$ cat config.mk
export PLATFORM = sky130hd
export DESIGN_NAME = period_meter
export DESIGN_NICKNAME = d
export VERILOG_FILES = /design/src/rtl/period_meter.sv
export SDC_FILE = /design/constraint.sdc
export NUM_CORES = 1
export LEC_CHECK = 0
export BUFFER_PORTS_ARGS = -buffer_cell sky130_fd_sc_hd__buf_2
export CORE_UTILIZATION = 40
export CTS_CLUSTER_SIZE = 30
export DETAILED_ROUTE_END_ITERATION = 10
export SLEW_MARGIN = 20
export SYNTH_ARGS = -nofsm -noshare
export SYNTH_HDL_FRONTEND = slang
export SYNTH_SLANG_ARGS = --single-unit
$ cat constraint.sdc
create_clock -name clk -period 2.15 [get_ports clk]
set_input_delay 0.215 -clock clk [delete_from_list [all_inputs] [get_ports clk]]
set_output_delay 0.215 -clock clk [all_outputs]
set_load 0.005 [all_outputs]
$ cat src/rtl/period_meter.sv
// period_meter: times the period and high phase of a slow asynchronous signal
// in system-clock cycles. One result per rising-to-rising interval, plus a
// one-cycle timeout pulse when the signal stops toggling.
module period_meter #(
  parameter int          COUNT_WIDTH = 16,
  parameter int          SYNC_STAGES = 2,
  parameter int unsigned TIMEOUT_MAX = 16'hFFFF
) (
  input  logic                   clk,
  input  logic                   reset,
  input  logic                   enable,
  input  logic                   sig_in,
  output logic [COUNT_WIDTH-1:0] period,
  output logic [COUNT_WIDTH-1:0] high_time,
  output logic                   meas_valid,
  output logic                   timeout,
  output logic                   busy
);

  localparam logic [1:0] ST_IDLE = 2'd0;
  localparam logic [1:0] ST_ARM  = 2'd1;
  localparam logic [1:0] ST_MEAS = 2'd2;

  localparam logic [COUNT_WIDTH-1:0] CNT_MAX = COUNT_WIDTH'(TIMEOUT_MAX);
  localparam logic [COUNT_WIDTH-1:0] CNT_ONE = COUNT_WIDTH'(1);

  logic [SYNC_STAGES-1:0] sync_q;
  logic                   s, s_d;
  logic                   rise, fall;
  logic [1:0]             state;
  logic [COUNT_WIDTH-1:0] cnt;
  logic [COUNT_WIDTH-1:0] hi_cap;

  assign s    = sync_q[SYNC_STAGES-1];
  assign rise = s & ~s_d;
  assign fall = ~s & s_d;
  assign busy = (state == ST_ARM) || (state == ST_MEAS);

  // Synchronizer chain plus one delay stage for edge detection; runs even
  // when disabled so edges are clean the moment enable returns.
  always_ff @(posedge clk or posedge reset) begin
    if (reset) begin
      sync_q <= '0;
      s_d    <= 1'b0;
    end else begin
      sync_q <= {sync_q[SYNC_STAGES-2:0], sig_in};
      s_d    <= s;
    end
  end

  // Measurement FSM: enable low wins over everything; a rise on the timeout
  // cycle is still a measurement because the rise branch is checked first.
  always_ff @(posedge clk or posedge reset) begin
    if (reset) begin
      state      <= ST_IDLE;
      cnt        <= '0;
      hi_cap     <= '0;
      period     <= '0;
      high_time  <= '0;
      meas_valid <= 1'b0;
      timeout    <= 1'b0;
    end else begin
      meas_valid <= 1'b0;
      timeout    <= 1'b0;
      if (!enable) begin
        state  <= ST_IDLE;
        cnt    <= '0;
        hi_cap <= '0;
      end else begin
        case (state)
          ST_IDLE: begin
            cnt   <= '0;
            state <= ST_ARM;
          end
          ST_ARM: begin
            if (rise) begin
              cnt    <= CNT_ONE;
              hi_cap <= '0;
              state  <= ST_MEAS;
            end
          end
          ST_MEAS: begin
            if (rise) begin
              period     <= cnt;
              high_time  <= hi_cap;
              meas_valid <= 1'b1;
              cnt        <= CNT_ONE;
              hi_cap     <= '0;
            end else if (cnt == CNT_MAX) begin
              // stalled: drop the partial interval, results keep old values
              timeout <= 1'b1;
              cnt     <= '0;
              hi_cap  <= '0;
              state   <= ST_ARM;
            end else begin
              cnt <= cnt + CNT_ONE;
              if (fall) hi_cap <= cnt;
            end
          end
          default: state <= ST_IDLE;
        endcase
      end
    end
  end

endmodule

## Word level (Yosys, flattened, before mapping)

Index checks and enable logic that the tools add are counted.

| word-level totals | value |
|---|---|
| flip-flop bits (word level) | 71 |
| latch bits | 0 |
| memory bits (writable) | 0 |
| ROM bits | 0 |
| bits of input ports | 4 |
| output and inout port bits | 35 |
| logic and storage cells | 52 |
| memories | 0 |

| operators by class | value |
|---|---|
| add/subtract/negate cells | 1 |
| multiply operators | 0 |
| div/mod/pow operators | 0 |
| magnitude comparators | 0 |
| eq/ne operators | 9 |
| shift-type cells | 0 |
| muxes and demuxes | 23 |
| bitwise logic cells | 4 |
| reductions and logical operators | 6 |

Operators with widths:

| operator | count |
|---|---|
| 2-to-1 mux 16 bit | 9 |
| case mux 16 bit (3 select lines) | 1 |
| case mux 16 bit (2 select lines) | 1 |
| adder 16 x 1 -> 16 bit, second input constant | 1 |
| equality test 16 bit, second input constant | 1 |
| AND reduction 3 bit | 3 |
| 2-to-1 mux 2 bit | 4 |
| 2-to-1 mux 1 bit | 7 |
| != test 3 bit, second input constant | 2 |
| case mux 2 bit (3 select lines) | 1 |
| != test 5 x 4 -> 1 bit, second input constant | 1 |
| != test 4 x 1 -> 1 bit, second input constant | 1 |
| != test 3 x 1 -> 1 bit, second input constant | 1 |
| != test 3 x 2 -> 1 bit, second input constant | 1 |
| AND 1 bit | 2 |
| equality test 2 x 1 -> 1 bit, second input constant | 1 |
| equality test 2 bit, second input constant | 1 |
| zero test 2 bit | 1 |
| NOT 1 bit | 2 |
| AND reduction 2 bit | 1 |
| logical OR 1 bit | 1 |

## Depth between registers and ports, before layout

| depth | value |
|---|---|
| depth after elaboration | 7 |
| gate-level depth with buffers | 9 |
| gate-level depth less buffers | 7 |

## Least setup slack after synthesis

Ideal clock, no wire load.

| timing path | value |
|---|---|
| path kind | reg2reg |
| from | reg state[0] |
| to | reg hi_cap[0] |
| setup time | 0.066 ns |
| data arrival time | 1.929 ns |
| required time | 2.084 ns |
| path slack | 0.155 ns |
| stages on the path, launching flop included | 8 |
| path buffers | 2 |
| period minus slack after synthesis | 1.995 ns |
| cell sequence | dfrtp_1 -> inv_1 -> ha_1 -> clkbuf_1 -> nand2_1 -> nor3b_1 -> clkbuf_1 -> a22o_1 |

| between the ends | value |
|---|---|
| cells in the longest elaborated chain, start to end | 3 |
| elaborated cells between the ends (all ways) | 8 |
| those cells by class | eq/ne: 5; mux: 2; reduce/logical: 1 |

Ends and longest elaborated chain:

| item | RTL line | RTL |
|---|---|---|
| start: declaration | 30 | `logic [1:0] state;` |
| start signal: assignment | 55 | `state <= ST_IDLE;` |
| start signal: assignment | 66 | `state <= ST_IDLE;` |
| start signal: assignment | 73 | `state <= ST_ARM;` |
| equality test 2 bit / equality test 2 x 1 -> 1 bit (equally long branches) | 70 | `case (state)` |
| != test 5 x 4 -> 1 bit (no source line) (tied with other cells) | - |  |
| AND reduction 3 bit (no source line) / 2-to-1 mux 16 bit (equally long branches) | - |  |
| end signal: assignment | 97 | `if (fall) hi_cap <= cnt;` |
| end: declaration | 32 | `logic [COUNT_WIDTH-1:0] hi_cap;` |

Several ways; a longest one is shown, not always the timed one.
A chain may end at the register's enable or synchronous reset.

## Worst setup path after layout

| timing path | value |
|---|---|
| from | reg state[0] |
| to | reg cnt[10] |

| between the ends | value |
|---|---|
| cells in the longest elaborated chain, start to end | 3 |
| elaborated cells between the ends (all ways) | 8 |
| those cells by class | eq/ne: 4; mux: 2; reduce/logical: 2 |

Ends and longest elaborated chain:

| item | RTL line | RTL |
|---|---|---|
| equality test 2 bit (tied with other cells) | 70 |  |
| case mux 16 bit (3 select lines) (tied with other cells) | 70 |  |
| 2-to-1 mux 16 bit / AND reduction 2 bit (equally long branches) | - |  |
| end signal: assignment | 96 | `cnt <= cnt + CNT_ONE;` |
| end: declaration | 31 | `logic [COUNT_WIDTH-1:0] cnt;` |

Several ways; a longest one is shown, not always the timed one.

==> flow_summary.yaml <==
outcome:
  status: "finished clean"
worst_setup_path:
  rr_endpoint: "cnt[10]"
  r2r_cells: 6
  rrSetupSlack_ps: 190
  crit_path_start_kind: "flop"
  r2r-start: "state[0]"
  cp_data_required_time_ps: 2390
  critPathKind: "reg2reg"
  end_kind: "flop"
  worstPathArrival_ps: 2200
  crit_fanout: 21
cts:
  cts.sinks: 71
  htreeDepth: 3
  path_clk_slew_ps: 70
  cts_tree: "built"
  clock_latency_ps: 340
  cts_buffer_depth: 2
  cts_buffers: 9
  root_buffer: "clkbuf_8"
finish:
  fin_nets: 323
  fillers: 671
  seqCellArea_sq_um: 1780
  final-instance-count-excl-fill: 419
  drive_gt1_frac: 0.338
  area_growth_pct: 21.6
  diodes: 0
  multi_input_area_sq_um: 1190
timing:
  finalSetupViolCount: 0
  fin_skew_ps: 7.34
  max_slew.worst_pin.slew_ps: 499
  finalCritPeriodShare: 0.912
  rsz0062_at_grt: "true"
  drv_slew: 0
  min_period_ps: 1960
  hold_viol: 0
  fmax_mhz: 510
  relSlewSlack: 0.666
  setup_tns_ps: 0
routing:
  via_per_inst: 5.22
  drtAntennaViolNets: 0
  drc_errors: 0
  drt-initial-drc-count: 133
  dr.pass1.iters: 4
  wirelength_um: 6380
  vias: 2186
  avgRoutedWirePerCell_um: 15.2
floorplan:
  die_w_um: 89.4
  rows: 31
  dieArea_sq_um: 8000
  die_height_um: 89.4
  fp.coreArea_sq_um: 7330
  start_util: 0.417
  ios: 39
synth:
  synth_cell_types: 41
  yosysMostFrequentCell: "dfrtp_1"
  synth_edf_count: 0
  synthTopCellsByArea: "dfrtp_1 (58%), mux2_2 (11%), a22o_1 (5.2%), nand2_1 (2.1%), nand3_1 (2.0%)"
  synthTopCellsByCount: "dfrtp_1 (71), mux2_2 (29), a22o_1 (18), nand2_1 (17), clkbuf_1 (13)"
  synth_seq_area_share: 0.581
  avgSynthCellArea_sq_um: 11.7
  synth_top_area_frac: 0.581
  synthCells: 261
  async_flop_share: 1.00
  yosys.area.top_type: "dfrtp_1"
  synth_flop_cell: "dfrtp_1"
  yosysWarnings: 0
  ys_ff_latch: 71
  synth.net_count: 269
  netlist_area_sq_um: 3060
global_routing:
  grt_first_pass_wirelength_um: 10700
  grt_max_degree: 72
  gr-total-overflow: 0
  first_global_vias: 2121
  track_usage: 0.182
  grt_antenna_before_repair: 0
place:
  dp.cells: 401
  port_buffers: 38
  gp_congestion: 0.879
  hpwl_um: 4410
hold_path:
  min_path_cells: 2
  min_to: "state[1]"
  hold_start: "enable"
  hold_class: "in2reg"
power:
  total_leakage_power_uw: 0.00191
  power_uw: 2650
  ir_drop_mv: 0.359
  power_density_nw_per_um2: 713
flow_run:
  maxCapViolCount: 0
## placed cells by master, fill, tap and decap left out, drive strengths merged, types with 2 or more instances in the layout
cell type    Yosys  final
a21oi            4      4
a21o             2      2
a31oi            2      2
o21ai           22     22
clkbuf          13     11
dlygate4sd3      0      2
a31o             3      3
a22o            18     18
nor3b            2      2
nor2            11     11
nor3             6      6
nor4             3      3
or3              2      2
nand3           12     12
a21boi           2      2
ha               4      4
nand4            9      9
dfrtp           71     71
nand2           17     17
clkinv           0      3
buf              5     59
bufinv           0      2
inv              9      9
nand2b           2      2
mux2            29     29
## what timing repair did
action / 4_1_cts / 5_1_grt
hold buffers: 2 / 0
setup endpoints to repair: 0 / 18
setup buffers: 0 / 0
endpoints found under the hold margin: 72 / 0
resized for setup: 0 / 2
## area by class of cell
type,instances,area share
flip-flops and latches,71,0.478
multi-input cells,163,0.320
repair buffers,61,0.102
clock buffers,11,0.0354
well taps,99,0.0333
clock inverters,5,0.0222
inverters,9,0.00909
## metrics by stage
stage	worst slack, ps	area [sq um]	utilization	hold WS [ps]
2_1_floorplan	138	3060	-	246
3_3_place_gp	125	3470	0.473	322
3_5_place_dp	89.7	3470	0.473	325
4_1_cts	71.5	3700	0.505	169
5_1_grt	-0.427	3720	0.507	187
6_report	188	3720	0.507	183
## power by group
group | switching, uW | internal [uW] | leakage, uW
sequential | 5.76 | 1340 | 0.000984
clock | 496 | 656 | 0.000107
combinational | 98.6 | 51.0 | 0.000823
total | 601 | 2050 | 0.00191
## state kept, by name, summed over array words and instances (netlist names)
| signal | count |
|---|---|
| s_d | 1 |
| state | 2 |
| timeout | 1 |
| period | 16 |
| hi_cap | 16 |
| high_time | 16 |
| cnt | 16 |
| sync_q | 2 |
| meas_valid | 1 |
## per-layer routing
metal	share of wire	vias up	GRT usage	wire length, um
li1	-	1058	-	-
met1	0.49	1065	0.255	3150
met2	0.46	55	0.265	2930
met3	0.037	8	0.0351	235
met4	0.010	0	0.0981	65
met5	0	-	0	0
## cells by family after synthesis
kind of cell	count (synthesis)	synth area share
fa+ha+maj	4	0.0164
flops	71	0.581
simple gates	69	0.120
buf+inv	27	0.0348
mux	30	0.110
compound gates	60	0.137
## critical path, cell delays in order (launching register included)
cell and delay (ps):
dfrtp_1 380, inv_1 70, ha_1 310, nor4b_1 400
a31o_4 300, nor2_1 150, a31o_1 230
## worst max path at each step
| stage | from | endpoint | slack, ps | cells after the start |
|---|---|---|---|---|
| after detailed placement | state[0] | cnt[10] | 90 | 6 |
| after floorplan | reset | cnt[0] | 140 | 1 |
| after CTS | state[0] | cnt[10] | 70 | 6 |
| final | state[0] | cnt[10] | 190 | 6 |
| after global routing | state[0] | cnt[4] | -0.4 | 6 |
| after global placement | state[0] | cnt[4] | 120 | 6 |
Note: power is estimated with default switching activity, not from simulation.
